**src/rtl/nf1g_rbs_arbiter.sv**
```systemverilog
// Register-bus ring origin: round-robin arbiter for up to four local requesters with one
// outstanding transaction, SRC tagging, return matching, timeout and stray accounting.
module nf1g_rbs_arbiter #(
  parameter int unsigned NUM_REQ = 2,
  parameter int unsigned TIMEOUT = 1023
) (
  input  logic                    clk,
  input  logic                    reset,

  input  logic [NUM_REQ-1:0]      req_valid,
  output logic [NUM_REQ-1:0]      req_ready,
  input  logic [NUM_REQ-1:0]      req_rd_wr_L,
  input  logic [NUM_REQ*30-1:0]   req_addr,
  input  logic [NUM_REQ*32-1:0]   req_wdata,

  output logic [NUM_REQ-1:0]      resp_valid,
  output logic [31:0]             resp_data,
  output logic                    resp_err,

  output logic                    M_RBS_REQ,
  output logic                    M_RBS_ACK,
  output logic                    M_RBS_RD_WR_L,
  output logic [29:0]             M_RBS_ADDR,
  output logic [31:0]             M_RBS_DATA,
  output logic [1:0]              M_RBS_SRC,

  input  logic                    S_RBS_REQ,
  input  logic                    S_RBS_ACK,
  input  logic                    S_RBS_RD_WR_L,
  input  logic [29:0]             S_RBS_ADDR,
  input  logic [31:0]             S_RBS_DATA,
  input  logic [1:0]              S_RBS_SRC,

  output logic [7:0]              stray_cnt
);

  typedef enum logic [1:0] {
    StIdle,
    StIssue,
    StWait,
    StResp
  } state_e;

  localparam logic [1:0]  LastGrantInit = 2'(NUM_REQ - 1);
  localparam logic [15:0] TimerLast     = 16'(TIMEOUT - 1);
  localparam logic [31:0] TimeoutData   = 32'hDEAD_BEEF;

  state_e      r_state;
  state_e      w_state_nxt;
  logic [1:0]  r_grant;
  logic [1:0]  r_last_grant;
  logic        r_rd_wr_L;
  logic [29:0] r_addr;
  logic [31:0] r_wdata;
  logic [15:0] r_timer;
  logic [31:0] r_resp_data;
  logic        r_resp_err;
  logic [7:0]  r_stray_cnt;

  logic [3:0]  w_valid_pad;
  logic [1:0]  w_pick;
  logic        w_any;
  logic        w_accept;
  logic        w_sel_rd_wr_L;
  logic [29:0] w_sel_addr;
  logic [31:0] w_sel_wdata;
  logic        w_match;
  logic        w_timeout;
  logic        w_stray;
  logic        w_unused_ring;

  // Return address and direction are not needed to match; SRC alone identifies the owner.
  assign w_unused_ring = ^{S_RBS_ADDR, S_RBS_RD_WR_L};

  // Round-robin scan starting one past the last completed grant.
  always_comb begin
    w_valid_pad                = '0;
    w_valid_pad[NUM_REQ-1:0]   = req_valid;
    w_any                      = 1'b0;
    w_pick                     = r_last_grant;
    for (int unsigned k = 1; k <= NUM_REQ; k++) begin
      if (!w_any && w_valid_pad[2'((32'(r_last_grant) + k) % NUM_REQ)]) begin
        w_any  = 1'b1;
        w_pick = 2'((32'(r_last_grant) + k) % NUM_REQ);
      end
    end
  end

  always_comb begin
    w_sel_rd_wr_L = 1'b0;
    w_sel_addr    = '0;
    w_sel_wdata   = '0;
    for (int unsigned i = 0; i < NUM_REQ; i++) begin
      if (32'(w_pick) == i) begin
        w_sel_rd_wr_L = req_rd_wr_L[i];
        w_sel_addr    = req_addr[30*i +: 30];
        w_sel_wdata   = req_wdata[32*i +: 32];
      end
    end
  end

  assign w_accept  = (r_state == StIdle) && w_any;
  assign w_match   = (r_state == StWait) && S_RBS_REQ && (S_RBS_SRC == r_grant);
  assign w_timeout = (r_state == StWait) && (r_timer == TimerLast);
  assign w_stray   = S_RBS_REQ && !w_match;

  always_comb begin
    w_state_nxt = r_state;
    unique case (r_state)
      StIdle:  if (w_accept) w_state_nxt = StIssue;
      StIssue: w_state_nxt = StWait;
      StWait:  if (w_match || w_timeout) w_state_nxt = StResp;
      StResp:  w_state_nxt = StIdle;
      default: w_state_nxt = StIdle;
    endcase
  end

  always_ff @(posedge clk) begin
    if (reset) begin
      r_state      <= StIdle;
      r_grant      <= '0;
      r_last_grant <= LastGrantInit;
      r_rd_wr_L    <= 1'b0;
      r_addr       <= '0;
      r_wdata      <= '0;
      r_timer      <= '0;
      r_resp_data  <= '0;
      r_resp_err   <= 1'b0;
      r_stray_cnt  <= '0;
    end else begin
      r_state <= w_state_nxt;
      if (w_accept) begin
        r_grant   <= w_pick;
        r_rd_wr_L <= w_sel_rd_wr_L;
        r_addr    <= w_sel_addr;
        r_wdata   <= w_sel_wdata;
      end
      if (r_state == StIssue) begin
        r_timer <= '0;
      end else if (r_state == StWait) begin
        r_timer <= r_timer + 16'd1;
      end
      // A true return beats a coincident timeout.
      if (w_match) begin
        r_resp_data <= S_RBS_DATA;
        r_resp_err  <= ~S_RBS_ACK;
      end else if (w_timeout) begin
        r_resp_data <= TimeoutData;
        r_resp_err  <= 1'b1;
      end
      if (r_state == StResp) begin
        r_last_grant <= r_grant;
      end
      if (w_stray && (r_stray_cnt != 8'hFF)) begin
        r_stray_cnt <= r_stray_cnt + 8'd1;
      end
    end
  end

  always_comb begin
    req_ready  = '0;
    resp_valid = '0;
    for (int unsigned i = 0; i < NUM_REQ; i++) begin
      req_ready[i]  = w_accept && (32'(w_pick) == i);
      resp_valid[i] = (r_state == StResp) && (32'(r_grant) == i);
    end
  end

  assign resp_data     = (r_state == StResp)  ? r_resp_data : '0;
  assign resp_err      = (r_state == StResp)  ? r_resp_err  : 1'b0;

  assign M_RBS_REQ     = (r_state == StIssue);
  assign M_RBS_ACK     = 1'b0;
  assign M_RBS_RD_WR_L = (r_state == StIssue) ? r_rd_wr_L : 1'b0;
  assign M_RBS_ADDR    = (r_state == StIssue) ? r_addr    : '0;
  assign M_RBS_DATA    = (r_state == StIssue) ? r_wdata   : '0;
  assign M_RBS_SRC     = (r_state == StIssue) ? r_grant   : '0;

  assign stray_cnt     = r_stray_cnt;

endmodule

```
**config.mk**
```make
export PLATFORM = sky130hd
export DESIGN_NAME = nf1g_rbs_arbiter
export DESIGN_NICKNAME = d
export VERILOG_FILES = /design/src/rtl/nf1g_rbs_arbiter.sv
export SDC_FILE = /design/constraint.sdc
export NUM_CORES = 1
export LEC_CHECK = 0
export ABC_AREA = 1
export CAP_MARGIN = 20
export CELL_PAD_IN_SITES_DETAIL_PLACEMENT = 1
export CELL_PAD_IN_SITES_GLOBAL_PLACEMENT = 2
export CORE_UTILIZATION = 22
export DETAILED_ROUTE_END_ITERATION = 16
export PLACE_DENSITY = 0.89
export SKIP_CTS_REPAIR_TIMING = 1
export SLEW_MARGIN = 20
export SYNTH_ARGS = -nofsm -noshare
export SYNTH_HDL_FRONTEND = slang
export SYNTH_SLANG_ARGS = --single-unit
```
**constraint.sdc**
```tcl
create_clock -name clk -period 3.9 [get_ports clk]
set_clock_uncertainty 0.05 [all_clocks]
set_input_delay 0.39 -clock clk [delete_from_list [all_inputs] [get_ports clk]]
set_output_delay 0.39 -clock clk [all_outputs]
set_load 0.1 [all_outputs]
```
==> results_dict.tcl <==
set metrics [dict create \
    max_slew_margin 0.341 \
    synth_cell_type_count 35 \
    setup_ws_ns 0.835 \
    ys_seq_area_frac 0.373 \
    route.met2.wl_um 10900 \
    fmax_mhz 326 \
    p_leak_nw 5.65 \
    startpoint_type "flip-flop" \
    cpPeakStageDelay_ns 1.14 \
    muxShareOfSynthArea 0 \
    cp-end-kind "output port" \
    setup_viol 0 \
    cts_tree "yes" \
    syn-cell-area_um2 6720 \
    ys_seq_elements 125 \
    worstPathArrival_ns 2.63 \
    rows 63 \
    die_area_um2 31200 \
    vdd_ir_drop_max_mv 0.282 \
    period_minus_slack_ns 3.07 \
    hold_viol 0 \
    wirelength_um 23300 \
    die_height_um 177 \
    grt_max_degree 65 \
    report.final.slew_viol_count 0 \
    path_clk_slew_ns 0.06 \
    synth_edf_count 0 \
    maxCapViolCount 0 \
    cp_cell_sequence "inv_1 -> ha_2 -> nand2_1 -> inv_1 -> clkdlybuf4s50_1" \
    instances_no_fill 1722 \
    grt_pass1_wl_um 36600 \
    gp_congestion 0.793 \
    vias 7114 \
    hpwl_um 16800 \
    wl_met3_um 1950 \
    num-nets-final 1523 \
    multi_input_area_um2 3050 \
    postRouteAntennaNets 0 \
    criticalPathCategory "reg2out" \
    worstPathRequired_ns 3.46 \
    core_area_um2 29800 \
    insertedDiodeCount 0 \
    syn_avg_cell_area_um2 6.32 \
    worst-path-buf-inv 3 \
    routed.top_layer "met4" \
    dp.cells 1690 \
    status "completed" \
    critPathMaxFanout 17 \
    synth_top_family_by_area "simple AND/OR/NAND/NOR gates" \
    cts_root_buf "clkbuf_16" \
    yosys.area_share.xor_xnor 0.0104 \
    viasPerCell 4.13 \
    cts_htree_levels 4 \
    fillCellCount 3790 \
    grt_util_all_layers 0.149 \
    synthSimpleGateAreaFrac 0.341 \
    critPathMostFrequentCell "inv_1" \
    synth_compound_area_frac 0.0883 \
    area_delta_synth_final_pct 50.7 \
    finalCritPeriodShare 0.786 \
    holdWs_ns 0.420 \
    antenna_found_initial 0 \
    synthArstFlopShare 0 \
    synth_nets 1267 \
    seqCellArea_um2 2500 \
    insertion_delay_ns 0.41 \
    grt-ovfl-total 0 \
    layout-drive-gt1-share 0.142 \
    ios 309 \
    grt_pass1_vias 7200 \
    hold_path.class "reg2reg" \
    worstMarginPinSlew_ns 0.985 \
    drt-met1-wl_um 10300 \
    initial_utilization 0.225 \
    io_buffers 276 \
    drt_pass1_iterations 4 \
    synthCells 1063 \
    dp_slack_ns 1.24 \
    cpMaxStageDelayCell "clkdlybuf4s50_1" \
    rsz0062_at_grt "false" \
    critPathTopFamily "buffers and inverters" \
    cts_buffer_depth 2 \
    drc 0 \
    cts_buffers 17 \
    synthAdderAreaFrac 0.0130 \
    power_density_nw_per_um2 530 \
    yosys_most_used_dff "dfxtp_1" \
    ys_warn_count 0 \
    drt-initial-drc-count 215 \
    wl_per_cell_um 13.5 \
    clock_sinks 125 \
    setup_tns_ns 0 \
    die_x_um 177 \
]
through the flow:
step / total power [mW] / util / area, µm²
finish: 5.36 / 0.340 / 10100
global route: 5.72 / 0.340 / 10100
CTS: 5.49 / 0.340 / 10100
detailed placement: 3.89 / 0.321 / 9560
global placement: 3.86 / 0.321 / 9560
floorplan: 3.25 / - / 6720
worst register-to-register path: cells and delay by family, from the launching register on:
kind | cells | cell delay [ns]
simple gates | 1 | 0.63
buf+inv | 3 | 0.69
fa+ha+maj | 1 | 0.32
compound gates | 1 | 0.31
flops | 1 | 0.38
cells by family (layout without fill, tap and decap cells):
logic type               count (synthesis)  after routing
AND/OR/NAND/NOR                        550            550
buffers and inverters                  279            548
flip-flops                             125            125
AO/OA/AOI/OAI                           93             93
XOR/XNOR                                 8              8
adder cells (fa/ha/maj)                  7              7
other                                    1              1
registers in the layout, summed over array words and instances (netlist names):
signal and count:
r_timer 16, r_resp_err 1, r_rd_wr_L 1, r_wdata 32, stray_cnt 8, r_state 2
r_last_grant 1, r_grant 2, r_addr 30, r_resp_data 32
placed cells by master, fill, tap and decap left out, types with 3 or more instances in the layout:
cell / instances
clkinv_2: 3
nand3_1: 86
nand2_2: 3
inv_1: 212
clkbuf_16: 17
o21ai_0: 14
a21oi_1: 28
dfxtp_1: 125
nand2_1: 412
nor2_2: 4
buf_4: 104
buf_12: 4
o21bai_2: 14
nor3_1: 5
nor2_1: 24
inv_2: 16
clkinv_4: 3
clkdlybuf4s50_1: 180
nand4_1: 5
clkinvlp_4: 4
o21bai_1: 11
xor2_1: 7
o21ai_1: 22
nand2_4: 3
nor2_4: 4
ha_1: 6
inv_6: 4
final cells by class:
type / instances / area share
Sequential cell: 125 / 0.247
Clock inverter: 15 / 0.0135
Timing Repair Buffer: 288 / 0.263
Clock buffer: 17 / 0.0420
Inverter: 228 / 0.0846
Tap cell: 390 / 0.0482
Multi-Input combinational cell: 659 / 0.301
path summary, 6_finish.rpt:
check / to / slack (ns) / cells after the start / start
min: r_resp_err / 0.42 / 2 / r_resp_err
max: M_RBS_RD_WR_L / 0.83 / 5 / r_state[1]
min reg2reg: r_resp_err / 0.42 / 2 / r_resp_err
max reg2reg: r_timer[4] / 1.41 / 6 / r_state[1]
routing by layer:
layer  global-route usage  up-vias
li1                     -     3660
met1                0.177     3243
met2                0.258      200
met3               0.0522       11
met4               0.0266        0
met5                    0        -
report_power, final:
group          total, mW  leakage [nW]  internal (mW)  switching, mW
clock               1.53         0.266          0.883          0.651
combinational       2.20          4.37          0.644           1.55
sequential          1.63          1.02           1.50          0.126
total               5.36          5.65           3.03           2.33
synth_stat cells, types with 7 or more instances:
library cell	n	area [µm²]
a21oi_1	28	140
buf_1	13	48.8
buf_2	8	40.0
buf_4	9	67.6
buf_6	9	101
clkbuf_1	11	41.3
dfxtp_1	125	2500
ha_1	7	87.6
inv_1	212	796
inv_2	16	60.1
nand2_1	412	1550
nand3_1	86	430
nor2_1	24	90.1
o21ai_0	14	70.1
o21ai_1	22	110
o21bai_1	11	82.6
o21bai_2	14	158
xor2_1	7	61.3
Power figures use the tool's default switching activity.
